**src/rtl/elevator_car_ctrl.sv**
```systemverilog
`timescale 1ns/1ps
// Car motion/door controller: SCAN scheduling over the latched request vector, one floor per MOVE_CYCLES, door held DOOR_CYCLES.
// Latency: a request seen in cycle T changes state/outputs in T+1; all outputs are registered and have no comb path from req.
// Backpressure: none; req is a level input sampled only at decision points, clr retires the current floor while the door is open.
module elevator_car_ctrl #(
    parameter int NUM_FLOORS  = 8,
    parameter int MOVE_CYCLES = 4,
    parameter int DOOR_CYCLES = 3,
    localparam int FW = (NUM_FLOORS  > 1) ? $clog2(NUM_FLOORS)  : 1,
    localparam int MW = (MOVE_CYCLES > 1) ? $clog2(MOVE_CYCLES) : 1,
    localparam int DW = (DOOR_CYCLES > 1) ? $clog2(DOOR_CYCLES) : 1
) (
    input  logic                  clk,
    input  logic                  reset,
    input  logic [NUM_FLOORS-1:0] req,
    output logic [NUM_FLOORS-1:0] clr,
    output logic [FW-1:0]         floor,
    output logic                  dir_up,
    output logic                  moving,
    output logic                  door_open
);

    typedef enum logic [1:0] {
        S_IDLE      = 2'd0,
        S_MOVE_UP   = 2'd1,
        S_MOVE_DOWN = 2'd2,
        S_DOOR_OPEN = 2'd3
    } state_t;

    localparam logic [NUM_FLOORS-1:0] ONE_HOT0  = NUM_FLOORS'(1);
    localparam logic [MW-1:0]         MOVE_LAST = MW'(MOVE_CYCLES - 1);
    localparam logic [DW-1:0]         DOOR_LAST = DW'(DOOR_CYCLES - 1);

    state_t                  state_q, state_d;
    logic [FW-1:0]           floor_q, floor_d;
    logic                    dir_q, dir_d;
    logic [MW-1:0]           move_cnt_q, move_cnt_d;
    logic [DW-1:0]           door_cnt_q, door_cnt_d;
    logic [NUM_FLOORS-1:0]   clr_q;
    logic                    moving_q;
    logic                    door_q;

    logic                    here, above, below;
    logic [FW-1:0]           step_floor;
    logic                    step_here, step_ahead;

    // Any pending request strictly above floor f.
    function automatic logic any_above(input logic [NUM_FLOORS-1:0] r, input logic [FW-1:0] f);
        logic a;
        a = 1'b0;
        for (int i = 0; i < NUM_FLOORS; i++) begin
            if (i > int'(f) && r[i]) a = 1'b1;
        end
        return a;
    endfunction

    // Any pending request strictly below floor f.
    function automatic logic any_below(input logic [NUM_FLOORS-1:0] r, input logic [FW-1:0] f);
        logic b;
        b = 1'b0;
        for (int i = 0; i < NUM_FLOORS; i++) begin
            if (i < int'(f) && r[i]) b = 1'b1;
        end
        return b;
    endfunction

    // Request decode at the current floor and at the floor reached by the step in progress.
    always_comb begin
        here       = req[floor_q];
        above      = any_above(req, floor_q);
        below      = any_below(req, floor_q);
        step_floor = (state_q == S_MOVE_DOWN) ? (floor_q - FW'(1)) : (floor_q + FW'(1));
        step_here  = req[step_floor];
        step_ahead = (state_q == S_MOVE_DOWN) ? any_below(req, step_floor)
                                              : any_above(req, step_floor);
    end

    // SCAN next-state: keep direction while work lies ahead, reverse only from IDLE.
    always_comb begin
        state_d    = state_q;
        floor_d    = floor_q;
        dir_d      = dir_q;
        move_cnt_d = move_cnt_q;
        door_cnt_d = door_cnt_q;
        case (state_q)
            S_IDLE: begin
                if (here) begin
                    state_d    = S_DOOR_OPEN;
                    door_cnt_d = '0;
                end else if (dir_q && above) begin
                    state_d    = S_MOVE_UP;
                    move_cnt_d = '0;
                end else if (below) begin
                    state_d    = S_MOVE_DOWN;
                    dir_d      = 1'b0;
                    move_cnt_d = '0;
                end else if (above) begin
                    state_d    = S_MOVE_UP;
                    dir_d      = 1'b1;
                    move_cnt_d = '0;
                end
            end
            S_MOVE_UP, S_MOVE_DOWN: begin
                if (move_cnt_q == MOVE_LAST) begin
                    // Floor only changes here; the stop decision uses req at the new floor.
                    floor_d    = step_floor;
                    move_cnt_d = '0;
                    if (step_here) begin
                        state_d    = S_DOOR_OPEN;
                        door_cnt_d = '0;
                    end else if (!step_ahead) begin
                        state_d = S_IDLE;
                    end
                end else begin
                    move_cnt_d = move_cnt_q + MW'(1);
                end
            end
            S_DOOR_OPEN: begin
                if (door_cnt_q == DOOR_LAST) begin
                    // A request still pending here (re-pressed) keeps the door open another period.
                    door_cnt_d = '0;
                    if (!here) state_d = S_IDLE;
                end else begin
                    door_cnt_d = door_cnt_q + DW'(1);
                end
            end
            default: state_d = S_IDLE;
        endcase
    end

    // State, counters and registered output decode of the next state.
    always_ff @(posedge clk) begin
        if (reset) begin
            state_q    <= S_IDLE;
            floor_q    <= '0;
            dir_q      <= 1'b1;
            move_cnt_q <= '0;
            door_cnt_q <= '0;
            clr_q      <= '0;
            moving_q   <= 1'b0;
            door_q     <= 1'b0;
        end else begin
            state_q    <= state_d;
            floor_q    <= floor_d;
            dir_q      <= dir_d;
            move_cnt_q <= move_cnt_d;
            door_cnt_q <= door_cnt_d;
            clr_q      <= (state_d == S_DOOR_OPEN) ? (ONE_HOT0 << floor_d) : '0;
            moving_q   <= (state_d == S_MOVE_UP) || (state_d == S_MOVE_DOWN);
            door_q     <= (state_d == S_DOOR_OPEN);
        end
    end

    assign clr       = clr_q;
    assign floor     = floor_q;
    assign dir_up    = dir_q;
    assign moving    = moving_q;
    assign door_open = door_q;

endmodule
```
**config.mk**
```make
export PLATFORM = sky130hd
export DESIGN_NAME = elevator_car_ctrl
export DESIGN_NICKNAME = d
export VERILOG_FILES = /design/src/rtl/elevator_car_ctrl.sv
export SDC_FILE = /design/constraint.sdc
export NUM_CORES = 1
export LEC_CHECK = 0
export BUFFER_PORTS_ARGS = -buffer_cell sky130_fd_sc_hd__buf_2
export CAP_MARGIN = 0
export CORE_UTILIZATION = 30
export DETAILED_ROUTE_END_ITERATION = 6
export PLACE_DENSITY_LB_ADDON = 0.05
export SYNTH_ARGS = -nofsm -noshare
export SYNTH_HDL_FRONTEND = slang
export SYNTH_SLANG_ARGS = --single-unit
```
**constraint.sdc**
```tcl
create_clock -name clk -period 4.18 [get_ports clk]
set_input_delay 0.209 -clock clk [delete_from_list [all_inputs] [get_ports clk]]
set_output_delay 0.209 -clock clk [all_outputs]
set_load 0.01 [all_outputs]
```
Yosys cells after proc, flatten, opt, wreduce, memory -nomap -nowiden:

Cells that the tools add are included.

* $add $sub $neg: 4
* magnitude comparators: 30
* equal/unequal tests: 13
* shifts and indexed selects: 1
* muxes and demuxes: 59
* bitwise logic cells: 3
* reductions and logical operators: 38

Operators by type and width (number)
* 2-bit 2-to-1 mux: 18
* 1-bit 2-to-1 mux: 33
* 1-bit logical AND: 29
* 3-bit greater-than comparator, first input constant: 8
* 3-bit < comparator, first input constant: 6
* 2-bit == test, second input constant: 6
* 2-bit by 3-bit greater-than comparator with 1-bit output, first input constant: 4
* 1-bit by 3-bit < comparator with 1-bit output, first input constant: 4
* 2-bit by 3-bit < comparator with 1-bit output, first input constant: 4
* 2-bit one-hot mux with 3 select lines: 2
* 3-bit 2-to-1 mux: 3
* 3-bit by 4-bit < comparator with 1-bit output, second input constant: 2
* 2-bit != test, second input constant: 4
* 1-bit by 3-bit << shifter with 8-bit output, first input constant: 1
* 1-bit binary-select mux with 3-bit select: 2
* 1-bit by 3-bit greater-than comparator with 1-bit output, first input constant: 2
* 3-bit AND reduction: 2
* 2-bit by 1-bit adder with 2-bit output, second input constant: 2
* 2-bit by 1-bit == test with 1-bit output, second input constant: 2
* 4-bit != test, second input constant: 1
* 2-bit one-hot mux with 2 select lines: 1
* 4-bit AND reduction: 1
* 2-bit nonzero test: 2
* 2-bit OR reduction: 2
* 5 further kinds: 7

* register bits after elaboration: 20
* input bits: 10
* output and inout bits: 14
* word-level logic and storage cells: 156

Logic depth before layout (Yosys ltp):

* depth after elaboration: 19
* mapped depth: 13

Worst setup path before layout:

Ideal clock, no wire load.

* path type: reg2reg
* from: register floor_q[0], in the netlist floor[0]
* to: register clr_q[6], in the netlist clr[6]
* library setup time: 0.079 ns
* data arrival time: 3.165 ns
* required time: 4.101 ns
* path slack: 0.936 ns
* stages on the path, launching flop included: 14
* path buffers: 1
* clock period less this slack: 3.244 ns
* cell sequence: dfxtp_1 buf_2 clkinv_1 ha_1 xor2_4 mux2i_1 mux4_2 o21bai_2 a221oi_1 nor2_1 ha_1 nor2b_1 nand2b_1 nor3_1

* longest elaborated chain between the ends: 19
* elaborated cells between the ends (all ways): 109
* classes of those cells: add/sub: 2; order compare: 28; eq/ne: 1; shift: 1; mux: 46; bitwise: 1; reduce/logical: 30

RTL lines
* from (decl): RTL line 35 `logic [FW-1:0] floor_q, floor_d;`
* from (signal assigned): RTL line 144 `floor_q <= floor_d;`
* 3-bit by 1-bit adder with 3-bit output / 3-bit by 1-bit subtractor with 3-bit output (equally long branches): RTL line 72 `step_floor = (state_q == S_MOVE_DOWN) ? (floor_q - FW'(1)) : (floor_q + FW'(1));`
* 3-bit 2-to-1 mux: RTL line 72
* 1-bit by 3-bit greater-than comparator with 1-bit output / 1-bit by 3-bit < comparator with 1-bit output (equally long branches): RTL line 52, 62
* 1-bit logical AND, on equally long branches: RTL line 52, 62
* 1-bit 2-to-1 mux, on equally long branches (7 in series): RTL line 52, 62
* 1-bit 2-to-1 mux: RTL line 74 `step_ahead = (state_q == S_MOVE_DOWN) ? any_below(req, step_floor)`
* 2-bit 2-to-1 mux: RTL line 111 `end else if (!step_ahead) begin`
* 2-bit 2-to-1 mux: RTL line 108 `if (step_here) begin`
* 2-bit 2-to-1 mux: RTL line 104 `if (move_cnt_q == MOVE_LAST) begin`
* 2-bit one-hot mux with 3 select lines (*): RTL line 85 `case (state_q)`
* via state_d[0]: RTL line 34 `state_t state_q, state_d;`
* 2-bit == test (*): RTL line 148 `clr_q <= (state_d == S_DOOR_OPEN) ? (ONE_HOT0 << floor_d) : '0;`
* 1-bit NOT (no line) (*)
* 2-bit OR reduction (no line) (*)
* to (signal assigned): RTL line 148
* to (decl): RTL line 39 `logic [NUM_FLOORS-1:0] clr_q;`

The timed path passes the listed nets; every way through them passes the cells marked *. The select of a mux whose other input is x is not followed.
A chain may end at the register's enable or synchronous reset.

Worst setup path after layout:

Same ends and word-level chain as after synthesis.

==> metrics <==
NumNets Final=approximately 210; DRC Markers=0; cell leakage power=0.729 nW; initial antenna violation count=0; period utilization=a little under 80%; largest net degree at the start of global routing=17; GRT Residual Overflow=0; final-report setup violation count=0; Net Sw Frac=between 30% and 40%; Syn. warnings=0; Rows=24; fmax=308 MHz; Yosys top cell by area=dfxtp_1; PwrDens=379 nW/um^2; vias in the first global route=1166; status=completed; Port Buf Inserts=23; Max Fanout on Critical Path=9; CP dominant cell by count=ha_1; fraction of registers with async set/reset=0%; post-detail-place hpwl=2650 um; post-CTS sizing=0; wire length per cell=14.5 um; CP cell instances=clkinv_1 -> ha_1 -> xor2_4 -> mux2i_1 -> mux4_2 -> o21bai_2 -> a221oi_1 -> nor2_1 -> ha_1 -> nor2b_1 -> nand2b_1 -> nor3_1; Area contributors post-synth=dfxtp_1, ha_1, mux2i_1; Crit path largest cell delay=0.55 ns; Final Hold Fails=0; Max Cap Violations=0; EDFF count, synth=0; first-pass GRT wire length=5640 um; Critical Path Slowest Stage Cell=ha_1; Ports=24; VDD IR max=between 0.15 and 0.2 mV; CP Launch Type=flip-flop; post-CTS repair timing setup buffer count=0; P_sw=191 uW; Post-DRT Antenna Nets=0; Core Area=4410 um^2; Pint=~430 uW; Total Routing Usage GR=14.6%; Arr. time, crit path=3.43 ns; clock-pin transition on the worst setup and hold timing paths=0.07 ns; TritonCTS Buffers=3; vias after detailed routing=1283; routed vias/inst=5.44; clk sinks=20; sequential power share=36.8%; Post-Synthesis Cells=159; final setup TNS=0 ns; drt pass-1 iters=4; pins over their slew limit=0; dpl ws=0.979 ns; WL final=approximately 3400 um; DP Cell Count=232; relative slew slack=57.3%; Slew @ Worst Pin=0.625 ns; Mean Syn Cell Area=8.73 um^2; Synth Register Bits=20; proportion of layout cells with a drive suffix above 1=between 20% and 30%; H-tree Lvls=1; Layout Cells excl Fill=236; TritonCTS clock tree=done; clk_lat worst skew=between 0.2 and 0.3 ns; RSZ-0062 raised after global routing=no; min setup slack post-route=0.934 ns; synthesized cell area=1390 um^2; Post-synth top flop=dfxtp_1; Die X=70.0 um; die area=4900 um^2; Tmin final=3.25 ns; fillers=roughly 470; Clock Power Share=30.6%; First DRT Iteration DRCs=47; hold-fix buffers at CTS=0; initial core utilization=31.4%; Syn Nets=~180; die height=around 70 um; sequential share of the synthesized area=28.9%; antenna cells=0; share of Yosys cell area claimed by the top area cell type=28.9%; Synth cell types=40; Layout area overhead=17.9%; Worst Path Class, Setup=reg2reg; Setup crit end kind=flip-flop; Crit path required time=4.36 ns; Final GP Congestion=0.809; CTS Buffer Depth=2; area of the multi-input gates=928 um^2; footprint of the flip-flops and latches=400 um^2; Fin Clk Skew=0.00335 ns; Logic pwr share=32.6%; root buffer cell=clkbuf_8; worst min path class=in2reg
[stage by stage]
step	power, mW	utilization [%]	hold WS (ns)	area, um^2
floorplan	0.378	-	0.304	1390
global placement	0.434	35.5	0.475	1570
detailed placement	0.433	35.5	0.480	1570
CTS	0.628	37.1	0.308	1640
global route	0.664	37.1	0.313	1640
finish	0.619	37.1	0.305	1640
[final cells by class]
cell class                      count  share of cell area [%]
Timing Repair Buffer               25                    7.95
Sequential cell                    20                    24.5
Inverter                           11                    2.52
Multi-Input combinational cell    124                    56.7
Tap cell                           52                    3.98
Clock buffer                        3                    2.52
Clock inverter                      1                    1.83
[cells in the final DEF (no fill, tap or decap), types with 2 or more instances in the layout]
master / synthesis / final
nand2_2: 2 / 2
dfxtp_1: 20 / 20
nand2_1: 10 / 10
o2111a_1: 2 / 2
inv_1: 10 / 10
o21ai_0: 10 / 10
a21boi_0: 2 / 2
o2111ai_1: 2 / 2
buf_2: 2 / 23
buf_4: 0 / 2
nor2b_1: 4 / 4
nor3_1: 7 / 7
a31oi_1: 3 / 3
clkbuf_8: 0 / 3
nand2b_1: 7 / 7
a221oi_1: 2 / 2
mux2i_1: 11 / 11
xnor2_1: 2 / 2
a21o_1: 2 / 2
nor2_1: 14 / 14
mux4_2: 3 / 3
or4_1: 2 / 2
a21oi_1: 11 / 11
ha_1: 12 / 12
[synthesized netlist by cell type (2+ instances only)]
cell       instances
a21oi_1           11
a221oi_1           2
mux2i_1           11
o21ai_0           10
mux4_2             3
ha_1              12
clkbuf_1           2
nand2_1           10
o2111ai_1          2
a21o_1             2
dfxtp_1           20
nor2b_1            4
buf_2              2
o2111a_1           2
nor3_1             7
nand2_2            2
nand2b_1           7
or4_1              2
xnor2_1            2
nor2_1            14
a31oi_1            3
inv_1             10
a21boi_0           2
[critical path: cells and delay by family (launching register included)]
family,cells,cell delay (ns)
buffers and inverters,1,0.26
muxes,2,0.65
xor gates and xnor gates,1,0.32
AOI/OAI and AO/OA,2,0.25
and+or+nand+nor,4,0.65
DFF,1,0.34
adders and majority gates,2,0.70
[state kept, by name, indices dropped and copies added (netlist names)]
register,flops
moving,1
dir_up,1
door_open,1
state_q,2
door_cnt_q,2
clr,8
move_cnt_q,2
floor,3
[path summary, 6_finish.rpt]
kind / startpoint / to / slack, ns / cells past startpoint
max: floor[0]$_SDFF_PP0_ / clr[6]$_SDFF_PP0_ / 0.93 / 12
min: reset / floor[0]$_SDFF_PP0_ / 0.31 / 2
max reg2reg: floor[0]$_SDFF_PP0_ / clr[6]$_SDFF_PP0_ / 0.93 / 12
min reg2reg: move_cnt_q[1]$_SDFFE_PP0P_ / move_cnt_q[1]$_SDFFE_PP0P_ / 0.48 / 2
[routing by layer]
metal | track usage [%] | vias up | share of wire [%]
met5 | 0 | - | 0
met4 | 2.00 | 0 | 0.56
met3 | 3.17 | 2 | 5.5
met2 | 24.3 | 43 | 48
met1 | 19.8 | 607 | 45
li1 | - | 631 | -
[power groups by stage]
stage	Combinational (mW)	Sequential [mW]	Clock [mW]
after floorplan	0.144	0.234	0
after global placement	0.202	0.232	0
after detailed placement	0.202	0.231	0
after CTS	0.203	0.228	0.198
after global routing	0.227	0.231	0.206
final	0.202	0.228	0.190
[cells by family (layout without fill, tap and decap cells)]
kind of cell / count (synthesis) / in the layout / share of synthesized area (%)
buffers and inverters: 15 / 40 / 4.24
AND/OR/NAND/NOR: 50 / 50 / 18.0
flip-flops: 20 / 20 / 28.9
AO/OA/AOI/OAI: 44 / 44 / 21.4
XOR/XNOR: 4 / 4 / 3.88
multiplexers: 14 / 14 / 12.8
adder cells (fa/ha/maj): 12 / 12 / 10.8
Power figures use the tool's default switching activity.
